===== src/rtl/hazard_ctrl_pkg.sv =====
// Shared pipeline definitions for the hazard controller: register-index width,
// counter widths, controller state encoding and the load-use test.
package hazard_ctrl_pkg;

    localparam int REG_IDX_W    = 5;
    localparam int WAIT_CNT_W   = 8;
    localparam int BUBBLE_CNT_W = 2;

    typedef enum logic [1:0] {
        ST_RUN       = 2'd0,
        ST_REDIRECT  = 2'd1,
        ST_DMEM_WAIT = 2'd2
    } hazState_t;

    // x0 is hardwired zero, so a load targeting it can never create a hazard.
    function automatic logic isLoadUse(
        input logic                 isLoad,
        input logic [REG_IDX_W-1:0] rd,
        input logic [REG_IDX_W-1:0] rs1,
        input logic [REG_IDX_W-1:0] rs2
    );
        return isLoad && (rd != '0) && ((rs1 == rd) || (rs2 == rd));
    endfunction

endpackage


===== src/rtl/hazard_ctrl.sv =====
// Pipeline hazard controller: prioritises data-memory waits, control redirects,
// load-use hazards and fetch stalls into per-stage stall/flush controls.
module hazard_ctrl
    import hazard_ctrl_pkg::*;
#(
    parameter int REDIRECT_BUBBLES = 1,
    parameter int DMEM_TIMEOUT     = 255
) (
    input  logic                 clk,
    input  logic                 rst,
    input  logic [REG_IDX_W-1:0] id_rs1,
    input  logic [REG_IDX_W-1:0] id_rs2,
    input  logic [REG_IDX_W-1:0] ex_rd,
    input  logic                 ex_is_load,
    input  logic                 ex_redirect,
    input  logic                 imem_ready,
    input  logic                 mem_req,
    input  logic                 dmem_ready,
    output logic                 stall_pc,
    output logic                 stall_if,
    output logic                 stall_sub_if,
    output logic                 stall_id,
    output logic                 stall_ex,
    output logic                 stall_mem,
    output logic                 flush_if,
    output logic                 flush_id,
    output logic                 flush_ex,
    output logic                 flush_mem,
    output logic                 flush_sub_mem,
    output logic                 err_timeout
);

    localparam logic [WAIT_CNT_W-1:0]   TIMEOUT_LAST = WAIT_CNT_W'(DMEM_TIMEOUT - 1);
    localparam logic [BUBBLE_CNT_W-1:0] BUBBLE_LAST  = BUBBLE_CNT_W'(REDIRECT_BUBBLES - 1);

    hazState_t               r_state;
    hazState_t               w_stateNext;
    logic [WAIT_CNT_W-1:0]   r_waitCnt;
    logic [WAIT_CNT_W-1:0]   w_waitCntNext;
    logic [BUBBLE_CNT_W-1:0] r_redirCnt;
    logic [BUBBLE_CNT_W-1:0] w_redirCntNext;
    logic                    r_redirPend;
    logic                    w_redirPendNext;
    logic                    r_errTimeout;
    logic                    w_errTimeoutNext;

    logic w_loadUse;
    logic w_inWait;
    logic w_dataWait;
    logic w_timeout;
    logic w_redirect;

    assign w_loadUse   = isLoadUse(ex_is_load, ex_rd, id_rs1, id_rs2);
    assign w_inWait    = (r_state == ST_DMEM_WAIT);
    assign w_dataWait  = w_inWait || (mem_req && !dmem_ready);
    assign w_timeout   = w_inWait && !dmem_ready && (r_waitCnt == TIMEOUT_LAST);
    // A redirect seen while EX was frozen is remembered until the wait ends.
    assign w_redirect  = ex_redirect || r_redirPend;
    assign err_timeout = r_errTimeout;

    always_ff @(posedge clk or posedge rst) begin
        if (rst) begin
            r_state      <= ST_RUN;
            r_waitCnt    <= '0;
            r_redirCnt   <= '0;
            r_redirPend  <= 1'b0;
            r_errTimeout <= 1'b0;
        end else begin
            r_state      <= w_stateNext;
            r_waitCnt    <= w_waitCntNext;
            r_redirCnt   <= w_redirCntNext;
            r_redirPend  <= w_redirPendNext;
            r_errTimeout <= w_errTimeoutNext;
        end
    end

    always_comb begin
        w_stateNext      = r_state;
        w_waitCntNext    = r_waitCnt;
        w_redirCntNext   = r_redirCnt;
        w_redirPendNext  = r_redirPend;
        w_errTimeoutNext = r_errTimeout;
        if (w_dataWait) begin
            // Remaining fetch bubbles are replayed as a redirect once the wait ends.
            if (ex_redirect || (r_state == ST_REDIRECT)) begin
                w_redirPendNext = 1'b1;
            end
            if (w_inWait) begin
                if (dmem_ready) begin
                    w_stateNext = ST_RUN;
                end else if (w_timeout) begin
                    w_stateNext      = ST_RUN;
                    w_errTimeoutNext = 1'b1;
                end else begin
                    w_waitCntNext = r_waitCnt + 1'b1;
                end
            end else begin
                w_stateNext   = ST_DMEM_WAIT;
                w_waitCntNext = '0;
            end
        end else if (w_redirect) begin
            w_redirPendNext = 1'b0;
            if (REDIRECT_BUBBLES > 0) begin
                w_stateNext    = ST_REDIRECT;
                w_redirCntNext = BUBBLE_LAST;
            end else begin
                w_stateNext = ST_RUN;
            end
        end else if (r_state == ST_REDIRECT) begin
            if (r_redirCnt == '0) begin
                w_stateNext = ST_RUN;
            end else begin
                w_redirCntNext = r_redirCnt - 1'b1;
            end
        end
    end

    always_comb begin
        stall_pc      = 1'b0;
        stall_if      = 1'b0;
        stall_sub_if  = 1'b0;
        stall_id      = 1'b0;
        stall_ex      = 1'b0;
        stall_mem     = 1'b0;
        flush_if      = 1'b0;
        flush_id      = 1'b0;
        flush_ex      = 1'b0;
        flush_mem     = 1'b0;
        flush_sub_mem = 1'b0;
        if (rst) begin
            flush_if      = 1'b1;
            flush_id      = 1'b1;
            flush_ex      = 1'b1;
            flush_mem     = 1'b1;
            flush_sub_mem = 1'b1;
        end else if (w_dataWait) begin
            stall_pc     = 1'b1;
            stall_if     = 1'b1;
            stall_sub_if = 1'b1;
            stall_id     = 1'b1;
            stall_ex     = 1'b1;
            // On timeout the hung access is dropped by bubbling MEM instead of holding it.
            if (w_timeout) begin
                flush_mem = 1'b1;
            end else begin
                stall_mem     = 1'b1;
                flush_sub_mem = 1'b1;
            end
        end else if (w_redirect) begin
            flush_if = 1'b1;
            flush_id = 1'b1;
        end else if (r_state == ST_REDIRECT) begin
            flush_if = 1'b1;
        end else if (w_loadUse) begin
            stall_pc     = 1'b1;
            stall_if     = 1'b1;
            stall_sub_if = 1'b1;
            stall_id     = 1'b1;
            flush_ex     = 1'b1;
        end else if (!imem_ready) begin
            stall_pc     = 1'b1;
            stall_if     = 1'b1;
            stall_sub_if = 1'b1;
            flush_id     = 1'b1;
        end
    end

endmodule


===== config.mk =====
export PLATFORM = sky130hd
export DESIGN_NAME = hazard_ctrl
export DESIGN_NICKNAME = d
export VERILOG_FILES = /design/src/rtl/hazard_ctrl_pkg.sv /design/src/rtl/hazard_ctrl.sv
export SDC_FILE = /design/constraint.sdc
export NUM_CORES = 1
export LEC_CHECK = 0
export ABC_AREA = 1
export CAP_MARGIN = 0
export CELL_PAD_IN_SITES_DETAIL_PLACEMENT = 1
export CELL_PAD_IN_SITES_GLOBAL_PLACEMENT = 2
export CORE_MARGIN = 3
export CORE_UTILIZATION = 24
export DETAILED_ROUTE_END_ITERATION = 10
export PLACE_DENSITY = 0.76
export SLEW_MARGIN = 20
export SYNTH_ARGS = -nofsm -noshare
export SYNTH_HDL_FRONTEND = slang
export SYNTH_SLANG_ARGS = --single-unit
export TNS_END_PERCENT = 50

===== constraint.sdc =====
create_clock -name clk -period 1.85 [get_ports clk]
set_input_delay 0.185 -clock clk [delete_from_list [all_inputs] [get_ports clk]]
set_output_delay 0.185 -clock clk [all_outputs]
set_load 0.005 [all_outputs]

==> flow_metrics.py <==
metrics = {
    "synth": {
        "synth_enable_flop_cells": 0,
        "yosysTopAreaCellShare_pct": 31.5,
        "mappedNetlistNets": 190,
        "synth_cells": 165,
        "yosysWarningCount": 0,
        "asyncSetResetFlopFracSynth_pct": 100,
        "synth-seq-area-share_pct": 31.5,
        "synth.most_common_cell": "nand2_1",
        "synth_common_cells": "nand2_1 (49), inv_1 (28), dfrtp_1 (14)",
        "synth_largest_area_cell": "dfrtp_1",
        "syn-cell-area_sq_mm": 0.00111,
        "netlist_top_cells_area": "dfrtp_1 (32%), nand2_1 (17%), inv_1 (9.5%)",
        "syn-mean-instance-area_sq_um": 6.73,
        "ys_dominant_reg_cell": "dfrtp_1",
        "netlist-cell-type-count": 26,
        "yosys_reg_bits": 14,
    },
    "floorplan": {
        "row_count": 24,
        "initial_utilization_pct": 25.2,
        "number_of_primary_i_o_pins": 34,
        "dieArea_sq_mm": 0.00548,
        "core_area_sq_mm": 0.00441,
        "die_width_um": 74.0,
        "chipHeight_um": 74.0,
    },
    "layout": {
        "fin_area_sq_mm": 0.00166,
        "fillerInstances": 561,
        "diodes": 0,
        "finish.utilization_pct": 37.6,
        "num-nets-final": 243,
        "drive_gt1_share_pct": 25.8,
        "area_growth_syn_to_layout_pct": 49.5,
    },
    "place": {
        "dp_hpwl_mm": 2.73,
        "buffer_ports.inserted": 33,
        "globalplace.congestion": 0.891,
        "detailedPlace.worstSlack_ns": -0.413,
        "detailed_place.area_sq_mm": 0.00157,
    },
    "cts": {
        "numClockSinks": 14,
        "htreeDepth": 1,
        "tritoncts": "built",
        "ctsRootBufferMaster": "clkbuf_8",
        "tritoncts.num_buffers": 3,
        "clk_transition_reported_paths_ns": 0.06,
        "ctsLongestPathBuffers": 2,
        "clkLatencyLatePin_ns": 0.26,
    },
    "route": {
        "postRouteAntennaNets": 0,
        "detailedRoute.firstIterationViolations": 23,
        "routed_wire_length_per_instance_um": 12.0,
        "drt_pass1_iterations": 4,
        "drc": 0,
        "detail_route.vias_per_cell": 4.36,
        "totalWireLength_mm": 3.24,
        "detailroute.via_count": 1174,
    },
    "global_routing": {
        "grt_max_degree": 13,
        "overflow": 0,
        "antenna_found_initial": 0,
        "grt_pass1_vias": 1309,
        "global_route.usage.total_pct": 12.9,
        "global_route_wire_length_before_repair_mm": 5.62,
    },
    "timing": {
        "max_freq_mhz": 580,
        "timing.clock.skew_ns": 0.00236,
        "fin_crit_ns": 1.73,
        "final-hold-violation-count": 0,
        "tns_ns": 0,
        "final-max-slew-violation-count": 0,
        "final.period_utilization_pct": 93.2,
        "final.setup.worst_slack_ns": 0.125,
        "setup_viol_count_final": 0,
        "max_slew_margin_pct": 80.8,
        "worstMarginPinSlew_ns": 0.287,
    },
    "worst_setup_path": {
        "worst_path_max_delay_cell": "dfrtp_1",
        "timing.critical_path.cells": "inv_1 > ha_1 > nand2_1 > nor2_2 > nand2_2 > nor2_4 > o21ai_0 > clkdlybuf4s15_1",
        "largest_delay_share_family_worst_path": "simple AND/OR/NAND/NOR gates",
        "critPathLaunchType": "flip-flop",
        "r2r_slack_ns": 0.19,
        "criticalPathCategory": "flip-flop to output pin",
        "path_max_fanout": 4,
        "critical_path_arrival_ns": 1.54,
        "worst-path-buf-inv": 2,
        "crit_path_end_kind": "output pin",
        "crit_path_max_incr_delay_ns": 0.37,
        "crit_required_ns": 1.66,
    },
    "power_and_ir_drop": {
        "fin_total_pwr_uw": 1130,
        "total_leakage_power_uw": 0.000906,
        "vdd.ir_drop.worst_mv": 0.192,
        "cellPowerDensity_mw_per_mm2": 677,
    },
    "hold_path": {
        "holdCritPathClass": "flip-flop to flip-flop",
    },
    "run": {
        "number_of_maximum_capacitance_violations": 0,
    },
    "status": {
        "status": "finished, final reports clean",
    },
}
[worst paths after layout]
kind	from	to	cells past startpoint
hold / removal	err_timeout$_DFFE_PP0P_	err_timeout$_DFFE_PP0P_	1
hold reg to reg	err_timeout$_DFFE_PP0P_	err_timeout$_DFFE_PP0P_	1
setup reg to reg	r_waitCnt[0]$_DFFE_PP0P_	r_waitCnt[5]$_DFFE_PP0P_	12
setup / recovery	r_waitCnt[0]$_DFFE_PP0P_	flush_sub_mem	8
min in group asynchronous	rst	r_waitCnt[4]$_DFFE_PP0P_	3
max in group asynchronous	rst	r_redirCnt[0]$_DFFE_PP0P_	3
[routing by layer]
| layer | GRT usage [%] | routed length (um) | up-vias |
|---|---|---|---|
| li1 | - | - | 612 |
| met3 | 2.03 | 146 | 6 |
| met4 | 4.63 | 50 | 0 |
| met1 | 15.8 | 1430 | 533 |
| met5 | 0 | 0 | - |
| met2 | 22.9 | 1610 | 23 |
[layout make-up]
type / count / area, sq um / share of cell area [%]
clock buffers: 4 / 55.1 / 3.31
inverters: 32 / 120 / 7.23
multi-input cells: 116 / 636 / 38.3
flip-flops and latches: 14 / 350 / 21.1
well taps: 52 / 65.1 / 3.92
repair buffers: 51 / 435 / 26.2
[kinds of logic after synthesis]
family                     count (synthesis)  share of synthesized area, %
and+or+nand+nor                           88                          35.6
buffers and inverters                     35                          13.5
adders and majority gates                  3                          3.38
DFF                                       14                          31.5
xor gates and xnor gates                   6                          4.73
AOI/OAI and AO/OA                         19                          11.3
[state kept, by name, indices dropped and copies added, names as in the netlist]
| signal | count |
|---|---|
| r_state | 2 |
| err_timeout | 1 |
| r_redirCnt | 2 |
| r_waitCnt | 8 |
| r_redirPend | 1 |
[power breakdown]
part | switching [uW] | leakage [uW] | internal [uW]
combinational | 238 | 0.000692 | 202
sequential | 22.0 | 0.000186 | 350
clock | 124 | 0.0000288 | 189
[layout by cell type (no fill, tap or decap), drive strengths merged, types with 3 or more instances in the layout]
master,n
nor2,16
inv,32
clkdlybuf4s15,5
clkdlybuf4s50,8
o31ai,3
buf,21
xor2,4
clkbuf,6
dfrtp,14
nand3,10
dlymetal6s2s,3
o22ai,3
o21ai,10
nor3,3
ha,3
dlygate4sd2,12
nand2,55
[timing repair]
item | 4_1_cts | 5_1_grt
gates cloned | 0 | 0
setup endpoints to repair | 11 | 9
gates resized for setup | 34 | 18
setup buffers | 3 | 2
pin swaps | 8 | 14
hold buffers | 0 | 0
[stage by stage]
stage,hold slack (ns),std cells
5_1_grt,0.507,269
2_1_floorplan,0.119,165
6_report,0.482,269
4_1_cts,0.462,267
3_3_place_gp,0.456,260
3_5_place_dp,0.472,260
Power figures use the tool's default switching activity.
